### config.mk
export PLATFORM = sky130hd
export DESIGN_NAME = digit_scan_mux
export DESIGN_NICKNAME = d
export VERILOG_FILES = /design/src/rtl/digit_scan_mux_pkg.sv /design/src/rtl/digit_scan_mux_refresh_prescaler.sv /design/src/rtl/digit_scan_mux.sv
export SDC_FILE = /design/constraint.sdc
export NUM_CORES = 1
export LEC_CHECK = 0
export CAP_MARGIN = 20
export CORE_UTILIZATION = 56
export CTS_BUF_LIST = sky130_fd_sc_hd__clkbuf_16
export DETAILED_ROUTE_END_ITERATION = 8
export PLACE_DENSITY = 0.86
export SYNTH_ARGS = -nofsm -noshare
export SYNTH_HDL_FRONTEND = slang
export SYNTH_HIERARCHICAL = 1
export SYNTH_SLANG_ARGS = --single-unit
### constraint.sdc
create_clock -name clk -period 7.1 [get_ports clk]
set_input_delay 1.42 -clock clk [delete_from_list [all_inputs] [get_ports clk]]
set_output_delay 1.42 -clock clk [all_outputs]
set_load 0.02 [all_outputs]
### src/rtl/digit_scan_mux_pkg.sv
// Shared definitions for the digit scanner: index-width helper, the
// dark-anode constant and the board-clock refresh default.
package digit_scan_mux_pkg;

    // Refresh divider for the board clock (clk cycles per lit digit).
    localparam int unsigned DEFAULT_REFRESH_DIV = 100000;

    // Widest anode bus that ANODE_OFF can cover.
    localparam int unsigned MAX_DIGITS = 32;

    // Active-low anodes: all ones turns every digit off.
    localparam logic [MAX_DIGITS-1:0] ANODE_OFF = '1;

    // Bits needed to index n items; never less than one bit.
    function automatic int unsigned idx_width(input int unsigned n);
        return (n < 2) ? 32'd1 : 32'($clog2(n));
    endfunction

endpackage

### src/rtl/digit_scan_mux_refresh_prescaler.sv
// Refresh prescaler: counts 0..REFRESH_DIV-1 while en is high, holds while
// en is low, and flags the last count of each digit period.
// Ports:
//   clk, reset (async, active-low), en  - clock, reset, count enable
//   cnt                                 - registered count (only with DIGIT_SCAN_BLANK_EN)
//   tick_c                              - combinational end-of-period flag
// Macro: DIGIT_SCAN_BLANK_EN exposes cnt for anode blanking.
module digit_scan_mux_refresh_prescaler
    import digit_scan_mux_pkg::*;
#(
    parameter  int unsigned REFRESH_DIV = DEFAULT_REFRESH_DIV,
    localparam int unsigned CNT_W       = idx_width(REFRESH_DIV)
) (
    input  logic             clk,
    input  logic             reset,
    input  logic             en,
`ifdef DIGIT_SCAN_BLANK_EN
    output logic [CNT_W-1:0] cnt,
`endif
    output logic             tick_c
);

    logic [CNT_W-1:0] cnt_q, cnt_d;

    // Next count and end-of-period flag.
    always_comb begin
        cnt_d  = cnt_q;
        tick_c = en && (cnt_q == CNT_W'(REFRESH_DIV - 1));
        if (tick_c) begin
            cnt_d = '0;
        end else if (en) begin
            cnt_d = cnt_q + CNT_W'(1);
        end
    end

    always_ff @(posedge clk or negedge reset) begin
        if (!reset) begin
            cnt_q <= '0;
        end else begin
            cnt_q <= cnt_d;
        end
    end

`ifdef DIGIT_SCAN_BLANK_EN
    assign cnt = cnt_q;
`endif

endmodule

### src/rtl/digit_scan_mux.sv
// Self-timed seven-segment digit scanner. Holds a tear-free snapshot of
// NUM_DIGITS digit values and cycles through them, one per REFRESH_DIV clks.
// Ports:
//   clk, reset (async, active-low)  - clock and reset
//   en                              - scan enable; low freezes scan and darkens display
//   digits_in, digit_mask           - packed digit values and per-digit lit mask
//   digit_q, seg_sel, anode_n       - registered digit value, index, active-low anodes
//   frame_tick                      - one-cycle pulse when seg_sel wraps to 0
// Macro: DIGIT_SCAN_BLANK_EN darkens the anodes for the first BLANK_CYCLES
// clks of every digit period (anti-ghosting).
module digit_scan_mux
    import digit_scan_mux_pkg::*;
#(
    parameter  int unsigned NUM_DIGITS   = 8,
    parameter  int unsigned DATA_W       = 4,
    parameter  int unsigned REFRESH_DIV  = DEFAULT_REFRESH_DIV,
    parameter  int unsigned BLANK_CYCLES = 16,
    localparam int unsigned SEL_W        = idx_width(NUM_DIGITS)
) (
    input  logic                         clk,
    input  logic                         reset,
    input  logic                         en,
    input  logic [NUM_DIGITS*DATA_W-1:0] digits_in,
    input  logic [NUM_DIGITS-1:0]        digit_mask,
    output logic [DATA_W-1:0]            digit_q,
    output logic [SEL_W-1:0]             seg_sel,
    output logic [NUM_DIGITS-1:0]        anode_n,
    output logic                         frame_tick
);

    localparam int unsigned           CNT_W       = idx_width(REFRESH_DIV);
    localparam logic [NUM_DIGITS-1:0] ANODES_DARK = NUM_DIGITS'(ANODE_OFF);

    // Reject parameter sets the scanner cannot honour.
    if (NUM_DIGITS < 2 || NUM_DIGITS > MAX_DIGITS || REFRESH_DIV < 2 ||
        BLANK_CYCLES >= REFRESH_DIV) begin : g_param_err
        $error("digit_scan_mux: illegal parameter set");
    end

    logic                         tick_c;
    logic                         wrap_c;
    logic                         load_c;
    logic [DATA_W-1:0]            digit_sel_c;
    logic [NUM_DIGITS-1:0]        onehot_c;

    logic [SEL_W-1:0]             seg_sel_q,   seg_sel_d;
    logic [NUM_DIGITS*DATA_W-1:0] shadow_q,    shadow_d;
    logic [NUM_DIGITS-1:0]        mask_q,      mask_d;
    logic                         load_pend_q, load_pend_d;
    logic [DATA_W-1:0]            cur_digit_q, cur_digit_d;
    logic [NUM_DIGITS-1:0]        anode_q,     anode_d;
    logic                         frame_q,     frame_d;

`ifdef DIGIT_SCAN_BLANK_EN
    logic [CNT_W-1:0] cnt;
    logic [CNT_W-1:0] cnt_nxt_c;
`endif

    digit_scan_mux_refresh_prescaler #(
        .REFRESH_DIV (REFRESH_DIV)
    ) u_prescaler (
        .clk    (clk),
        .reset  (reset),
        .en     (en),
`ifdef DIGIT_SCAN_BLANK_EN
        .cnt    (cnt),
`endif
        .tick_c (tick_c)
    );

`ifdef DIGIT_SCAN_BLANK_EN
    // Count value that will be live after this edge, aligned with the outputs.
    assign cnt_nxt_c = tick_c ? '0 : (en ? cnt + CNT_W'(1) : cnt);
`endif

    // Select advance, snapshot load and next output values.
    always_comb begin
        seg_sel_d   = seg_sel_q;
        wrap_c      = 1'b0;
        digit_sel_c = '0;
        onehot_c    = '0;

        if (tick_c) begin
            if (seg_sel_q == SEL_W'(NUM_DIGITS - 1)) begin
                seg_sel_d = '0;
                wrap_c    = 1'b1;
            end else begin
                seg_sel_d = seg_sel_q + SEL_W'(1);
            end
        end

        // Snapshot on the wrap edge, or on the first enabled cycle after reset.
        load_c      = wrap_c || (en && load_pend_q);
        shadow_d    = load_c ? digits_in  : shadow_q;
        mask_d      = load_c ? digit_mask : mask_q;
        load_pend_d = load_pend_q && !load_c;

        // Outputs look at next-state select and shadow so a wrap never shows stale data.
        for (int k = 0; k < int'(NUM_DIGITS); k++) begin
            if (seg_sel_d == SEL_W'(k)) begin
                digit_sel_c = shadow_d[k*DATA_W +: DATA_W];
                onehot_c[k] = 1'b1;
            end
        end

        cur_digit_d = digit_sel_c;
        anode_d     = en ? ~(onehot_c & mask_d) : ANODES_DARK;
`ifdef DIGIT_SCAN_BLANK_EN
        if (cnt_nxt_c < CNT_W'(BLANK_CYCLES)) begin
            anode_d = ANODES_DARK;
        end
`endif
        frame_d     = wrap_c;
    end

    always_ff @(posedge clk or negedge reset) begin
        if (!reset) begin
            seg_sel_q   <= '0;
            shadow_q    <= '0;
            mask_q      <= '0;
            load_pend_q <= 1'b1;
            cur_digit_q <= '0;
            anode_q     <= ANODES_DARK;
            frame_q     <= 1'b0;
        end else begin
            seg_sel_q   <= seg_sel_d;
            shadow_q    <= shadow_d;
            mask_q      <= mask_d;
            load_pend_q <= load_pend_d;
            cur_digit_q <= cur_digit_d;
            anode_q     <= anode_d;
            frame_q     <= frame_d;
        end
    end

    assign digit_q    = cur_digit_q;
    assign seg_sel    = seg_sel_q;
    assign anode_n    = anode_q;
    assign frame_tick = frame_q;

endmodule

==> metrics.txt, run 1 <==
Final Power 0.903 mW; most frequent cells in the layout 65 x dfrtp_1, 57 x clkdlybuf4s50_1, 32 x mux2_2, 19 x nor2_1, 15 x nand4_1; CTS Buffer Depth 2; final setup violation count 0; WHS Path Cells 1; synthesized cell area 3260 sq um; outcome finished clean; commonest non-fill, non-tap cell in the layout dfrtp_1; DRT Pass-1 Iters 4; EDFF count, synth 0; Most used DFF post-synth dfrtp_1; CTS tree yes; root buffer cell clkbuf_16; pwr/cell area 219 nW/um^2; r2r setup slk 3720 ps; RSZ-0062 raised after global routing false; type of the most critical hold path register to register; max incr delay on CP 850 ps; HPWL after DPL 4.68 mm; Seq/Total Area, Yosys 57.1%; Initial Util 58.5%; routed len/inst 18.4 um; Slowest-stage cell, CP clkdlybuf4s50_1; setup TNS 0 ps; Critical Path Start Type primary input; initial antenna violation count 0; top cells by area, synth dfrtp_1 50%, mux2_2 11%, dfstp_2 7.3%; Num CTS Buffers 9; ant diodes 0; R2R depth 9; clock slew at reported path FFs 50 ps; Crit. path cell count 10; first-pass GRT wire length 11.5 mm; Syn Inst Count 245; chip width 78.3 um; vias per inst 5.84; clock network power share 42.8%; Synth top area share 49.9%; max-cap violations 0; Final Hold Fails 0; Post-Syn Nets 291; Core Region 5570 sq um; slew at the pin closest to its max-slew limit 934 ps; switching power total 0.203 mW; Comb power frac 6.8%; layout cells sized above 1 21.0%; CTS Hold Bufs 0; CP Capture Type register; Unique masters post-synth 43; crit path from en; minimum clock period 4810 ps; GRT Overall Usage 25.4%; CP bufs+invs 2; maximum clock frequency 208 MHz; CP required 7290 ps; Crit path max-delay family simple AND/OR/NAND/NOR gates; Synth-to-Final Area Change 26.3%; GP Congestion 0.831; via count 2231; leak pwr 1.96 nW; Cell Chain, Critical Path clkdlybuf4s50_1 > and3_1 > nand2_1 > nor4_4 > a22oi_4 > buf_4 > mux2_2 > a221oi_1 > o32a_1 > mux2i_1; dominant cell type by area after synthesis dfrtp_1; Detail Route Antenna Nets 0; CP Max Fanout 41; Setup Fix Bufs, Post-CTS 0; Arr. time, crit path 5010 ps; asr flop ratio synth 100%; DRC 0; Pint 0.700 mW; Routed Wire Length 7.04 mm; I/O pin total 59; H-tree levels 3; DR iter-0 viols 218; reg2reg start u_prescaler/cnt_q[8]$_DFFE_PN0P_; Sequential Power Share 50.4%; sw frac 22.4%; Crit Reg-Reg Endpoint digit_q[3]$_DFF_PN0_; Seq cells post-synth 74; crit path kind primary input to register; Die ar. 6130 sq um; PortBufs 58; worst slew margin relative to its limit 37.3%; syn_area_per_cell 13.3 sq um; Setup Skew 6.48 ps; clock network latency to the later pin of the worst-skew pair 330 ps; clock sinks 74; Resized Gates After CTS 0; peak supply drop 0.165 mV; number of global-route vias before repair 2320; Final nets 352; final worst-path cycle share 67.8%; Worst setup endpoint digit_q[3]$_DFF_PN0_; pin count of the biggest net entering global routing 75; Yosys warnings 6; total gr overflow 0; num rows 27; die height 78.3 um; Pins Over Slew Limit 0
[state kept, by name, summed over array words and instances (netlist names)]
register and flops:
frame_tick 1, seg_sel 3, mask_q 8, shadow_q 32
digit_q 4, u_prescaler/cnt_q 17, anode_n 8, load_pend_q 1
[cells by family after synthesis]
family                     synth area share [%]
AOI/OAI and AO/OA                          6.95
buffers and inverters                      3.07
adders and majority gates                  1.15
muxes                                      16.6
DFF                                        57.1
xor gates and xnor gates                   4.03
and+or+nand+nor                            11.1
[power groups by stage]
stage | Clock [mW] | Sequential, mW | Combinational [mW]
2_1_floorplan | 0 | 0.457 | 0.0236
3_3_place_gp | 0 | 0.460 | 0.0590
3_5_place_dp | 0 | 0.461 | 0.0607
4_1_cts | 0.393 | 0.454 | 0.0619
5_1_grt | 0.411 | 0.457 | 0.0673
6_report | 0.387 | 0.455 | 0.0612
[routing by layer]
layer,vias to the layer above,track usage [%],share of wire (%),wire length (um)
met5,-,0,0,0
met4,0,14.4,3.2,227
met3,21,6.63,5.3,370
met2,85,39.2,48,3410
met1,1116,32.7,43,3030
li1,1009,-,-,-
[how the worst min path moves through the flow]
stage	start	end	slack (ps)
4_1_cts	shadow_q[27]$_DFF_PN0_	shadow_q[27]$_DFF_PN0_	500
5_1_grt	shadow_q[27]$_DFF_PN0_	shadow_q[27]$_DFF_PN0_	510
2_1_floorplan	u_prescaler/cnt_q[6]$_DFFE_PN0P_	u_prescaler/cnt_q[6]$_DFFE_PN0P_	460
6_report	u_prescaler/cnt_q[6]$_DFFE_PN0P_	u_prescaler/cnt_q[6]$_DFFE_PN0P_	500
3_5_place_dp	shadow_q[21]$_DFF_PN0_	shadow_q[21]$_DFF_PN0_	480
3_3_place_gp	shadow_q[20]$_DFF_PN0_	shadow_q[20]$_DFF_PN0_	480
[per-stage QoR]
step	setup slack, ps	hold WS, ps	area, sq um	util (%)	instances
2_1_floorplan	3600	459	3260	-	245
3_3_place_gp	2130	478	3870	69.4	367
5_1_grt	2060	508	4120	73.9	382
6_report	2290	496	4120	73.9	382
3_5_place_dp	2090	482	3870	69.4	367
4_1_cts	2330	498	4120	73.9	382
[cell usage after synthesis (all sizes together) (2+ instances only)]
cell type,count
mux2i,9
o21ai,3
nor4,3
ha,3
dfstp,9
a221oi,7
nand4b,2
xor2,3
nand2b,3
clkbuf,2
xnor2,12
nor3,3
and3,2
o32a,3
dfrtp,65
nand2,10
nand4,15
a22oi,3
inv,5
buf,9
and2,3
a22o,2
mux2,39
o22ai,2
nor2,19
[area by class of cell]
type / instances / area, sq um
sequential: 74 / 1860
clock inverter: 6 / 26.3
fill: 372 / 1460
multi-input combinational: 155 / 1300
clock buffer: 9 / 225
inverter: 5 / 18.8
timing repair buffer: 61 / 598
tap: 72 / 90.1
(Power assumes the default switching activity.)
==> run 2: changes to the inputs <==
Settings changed: CORE_UTILIZATION 56 to 52, PLACE_DENSITY 0.86 to 0.81.
Clock period 7.1 ns to 4.6 ns, I/O delays scaled along.
==> metrics.txt, run 2 (synthesized netlist as in run 1, its figures left out) <==
Initial Util 54.4%; fin util 69.8%; Final Power 1.42 mW; vias per inst 5.65; Sequential Power Share 49.3%; CP required 4800 ps; crit path kind primary input to register; clock network latency to the later pin of the worst-skew pair 330 ps; max-cap violations 0; GRT Overall Usage 22.8%; CTS Hold Bufs 0; CTS tree yes; root buffer cell clkbuf_16; pwr/cell area 340 nW/um^2; Core Region 5990 sq um; number of global-route vias before repair 2210; most frequent cells in the layout 65 x dfrtp_1, 57 x clkdlybuf4s50_1, 32 x mux2_2, 19 x nor2_1, 15 x nand4_1; minimum clock period 3390 ps; num rows 28; worst slew margin relative to its limit 58.9%; Resized Gates After CTS 0; sw frac 23.2%; register area 1860 sq um; clock network power share 44.1%; DR iter-0 viols 142; total gr overflow 0; max FFs per register 32; Arr. time, crit path 3580 ps; pin count of the biggest net entering global routing 50; routed len/inst 17.5 um; initial antenna violation count 0; multi-input logic area 1300 sq um; chip width 81.2 um; switching power total 0.330 mW; Fill cells 412; Pint 1.09 mW; peak supply drop 0.267 mV; outcome finished clean; DRC 0; hold endpoint shadow_q[9]$_DFF_PN0_; CP Capture Type register; leading registers by flop count shadow_q x32, u_prescaler/cnt_q x17; Layout Cells excl Fill 389; maximum clock frequency 295 MHz; Most flops, register shadow_q; slew at the pin closest to its max-slew limit 616 ps; DRT Pass-1 Iters 4; CP Max Fanout 17; PortBufs 58; Final nets 355; Inst Count DP 372; clock slew at reported path FFs 60 ps; ant diodes 0; commonest non-fill, non-tap cell in the layout dfrtp_1; WHS Path Cells 1; Setup Skew 9.30 ps; H-tree levels 3; reg2reg start u_prescaler/cnt_q[0]$_DFFE_PN0P_; type of the most critical hold path register to register; HPWL after DPL 4.61 mm; die height 81.2 um; Routed Wire Length 6.82 mm; r2r setup slk 1590 ps; Final Hold Fails 0; via count 2197; I/O pin total 59; setup TNS 0 ps; Cell Area, Placed 3890 sq um; Detail Route Antenna Nets 0; Pins Over Slew Limit 0; first-pass GRT wire length 10.9 mm; CTS Buffer Depth 2; setup ws final 1210 ps; R2R depth 10; Critical Path Start Type primary input; Fin Hold WS 492 ps; clock sinks 74; leak pwr 1.98 nW; fin area 4180 sq um; Synth-to-Final Area Change 28.2%; Crit Reg-Reg Endpoint digit_q[2]$_DFF_PN0_; hold path startpoint shadow_q[9]$_DFF_PN0_; Comb power frac 6.6%; final worst-path cycle share 73.6%; Num CTS Buffers 9; GP Congestion 0.795; layout cells sized above 1 22.3%; DP Worst Slack 875 ps; RSZ-0062 raised after global routing false; final setup violation count 0; Die ar. 6590 sq um; Setup Fix Bufs, Post-CTS 0
[run 2: how the worst max path moves through the flow]
stage	from	end	slack, ps	cells past startpoint
after CTS	en	digit_q[0]$_DFF_PN0_	1220	11
after detailed placement	en	digit_q[1]$_DFF_PN0_	870	9
after global placement	en	digit_q[1]$_DFF_PN0_	930	9
after global routing	en	digit_q[3]$_DFF_PN0_	1000	11
after floorplan	en	digit_q[2]$_DFF_PN0_	1600	10
final	en	digit_q[0]$_DFF_PN0_	1210	11
[run 2: worst max-delay path, stage by stage]
cell	delay, ps
clkdlybuf4s50_1	470
and3_1	180
nand2_1	120
nor4_4	360
buf_4	270
mux2i_1	210
buf_4	230
inv_1	280
a221oi_1	300
o32a_1	170
mux2i_1	70
[run 2: power by group through the flow]
stage                     sequential [mW]  combinational (mW)  clock, mW
after CTS                           0.700              0.0940      0.638
after global placement              0.712              0.0930          0
final                               0.701              0.0940      0.627
after detailed placement            0.712              0.0932          0
after global routing                0.705               0.106      0.661
after floorplan                     0.706              0.0365          0
[run 2: area by class of cell]
class | count | share of cell area, %
clock inverter | 7 | 1.14
clock buffer | 9 | 5.39
multi-input combinational | 155 | 31.0
sequential | 74 | 44.6
tap | 75 | 2.25
timing repair buffer | 64 | 15.1
inverter | 5 | 0.449
[run 2: per-layer routing]
| metal | up-vias | track usage [%] | routed length [um] |
|---|---|---|---|
| met2 | 83 | 35.5 | 3130 |
| met1 | 1088 | 30.3 | 3110 |
| met4 | 0 | 8.75 | 125 |
| met3 | 11 | 6.52 | 452 |
| met5 | - | 0 | 0 |
| li1 | 1015 | - | - |
==> run 3: changes to the inputs <==
Settings changed: CORE_UTILIZATION 52 to 47, PLACE_DENSITY 0.81 to 0.78.
Clock period 4.6 ns to 2.85 ns, I/O delays scaled along.
==> metrics.txt, run 3 (synthesized netlist as in run 1, its figures left out) <==
crit path kind register to register; number of global-route vias before repair 2316; Detail Route Antenna Nets 0; clock network latency to the later pin of the worst-skew pair 330 ps; GP Congestion 0.802; Critical Path Start Type register; clock slew at reported path FFs 60 ps; minimum clock period 2610 ps; num rows 29; initial antenna violation count 0; Layout Cells excl Fill 420; DRC 0; Arr. time, crit path 2860 ps; GRT Overall Usage 21.7%; commonest non-fill, non-tap cell in the layout dfrtp_1; Core Region 6530 sq um; Pins Over Slew Limit 0; RSZ-0062 raised after global routing false; Num CTS Buffers 9; slew at the pin closest to its max-slew limit 565 ps; I/O pin total 59; Die ar. 7270 sq um; PortBufs 58; CP Capture Type register; register area 1860 sq um; clock sinks 74; worst slew margin relative to its limit 62.3%; Setup Skew 6.11 ps; CP required 3100 ps; Final nets 384; pin count of the biggest net entering global routing 46; reg2reg start u_prescaler/cnt_q[6]$_DFFE_PN0P_; max-cap violations 0; final worst-path cycle share 91.5%; Fin Hold WS 257 ps; most frequent cells in the layout 65 x dfrtp_1, 56 x clkdlybuf4s50_1, 32 x mux2_2, 31 x buf_4, 19 x nor2_1; chip width 85.3 um; DR iter-0 viols 158; final setup violation count 0; via count 2350; Synth-to-Final Area Change 36.5%; Inst Count DP 396; R2R depth 11; H-tree levels 3; CTS Hold Bufs 0; Fill cells 470; first-pass GRT wire length 11.8 mm; CTS tree yes; layout cells sized above 1 29.4%; HPWL after DPL 5.21 mm; leak pwr 2.13 nW; Initial Util 49.9%; maximum clock frequency 383 MHz; fin util 68.2%; ant diodes 0; max FFs per register 32; die height 85.3 um; vias per inst 5.60; Most flops, register shadow_q; Routed Wire Length 7.64 mm; Crit Reg-Reg Endpoint digit_q[2]$_DFF_PN0_; Final Hold Fails 0; leading registers by flop count shadow_q x32, u_prescaler/cnt_q x17; routed len/inst 18.2 um; multi-input logic area 1330 sq um; outcome finished clean; peak supply drop 0.407 mV; r2r setup slk 240 ps; root buffer cell clkbuf_16; DRT Pass-1 Iters 4; CTS Buffer Depth 2; CP Max Fanout 5; pwr/cell area 553 nW/um^2; total gr overflow 0; type of the most critical hold path primary input to async pin
## run 3: routing by layer
| metal | GRT usage [%] | vias up | wire [um] |
|---|---|---|---|
| li1 | - | 1090 | - |
| met1 | 29.3 | 1152 | 3390 |
| met2 | 33.8 | 92 | 3650 |
| met3 | 4.96 | 16 | 452 |
| met4 | 9.55 | 0 | 147 |
| met5 | 0 | - | 0 |
## run 3: how the worst max path moves through the flow
stage,start,to,slack [ps],cells after the start
3_5_place_dp,en,digit_q[3]$_DFF_PN0_,-360,9
2_1_floorplan,en,digit_q[2]$_DFF_PN0_,200,10
6_report,u_prescaler/cnt_q[6]$_DFFE_PN0P_,digit_q[2]$_DFF_PN0_,240,11
3_3_place_gp,en,digit_q[0]$_DFF_PN0_,-340,9
4_1_cts,en,digit_q[0]$_DFF_PN0_,50,10
5_1_grt,u_prescaler/cnt_q[0]$_DFFE_PN0P_,digit_q[0]$_DFF_PN0_,90,12
## run 3: critical path: stages (launching register included)
cell	delay, ps
dfrtp_1	400
and4bb_1	280
nand3b_1	130
nor4_4	350
buf_4	220
a22oi_2	110
buf_4	180
buf_4	130
mux2_4	210
nor2_1	50
o32a_1	340
mux2i_1	130
## run 3: through the flow
step | instance area, sq um | setup TNS (ps) | setup slack [ps] | power (mW)
after floorplan | 3260 | 0 | 199 | 1.20
after global placement | 4050 | -4140 | -335 | 1.30
after detailed placement | 4050 | -4510 | -361 | 1.31
after CTS | 4380 | 0 | 45.8 | 2.47
after global routing | 4450 | 0 | 86.1 | 2.54
final | 4450 | 0 | 241 | 2.46
## run 3: timing repair
item,in CTS,in global routing
setup endpoints to repair,4,5
pin swaps,2,3
gates resized for setup,1,5
cloned,1,1
buffers inserted,0,6
## run 3: final cells by class
type,count,area share [%]
repair buffers,91,18.7
flip-flops and latches,74,41.8
multi-input cells,157,29.9
clock buffers,9,5.06
inverters,5,0.422
well taps,77,2.16
clock inverters,7,1.88
## run 3: report_power, final
part	leakage, nW	internal, mW	total [mW]	switching (mW)
registers	0.988	1.09	1.14	0.0481
logic	0.998	0.0955	0.163	0.0671
clock network	0.148	0.755	1.16	0.407
total	2.13	1.94	2.46	0.522
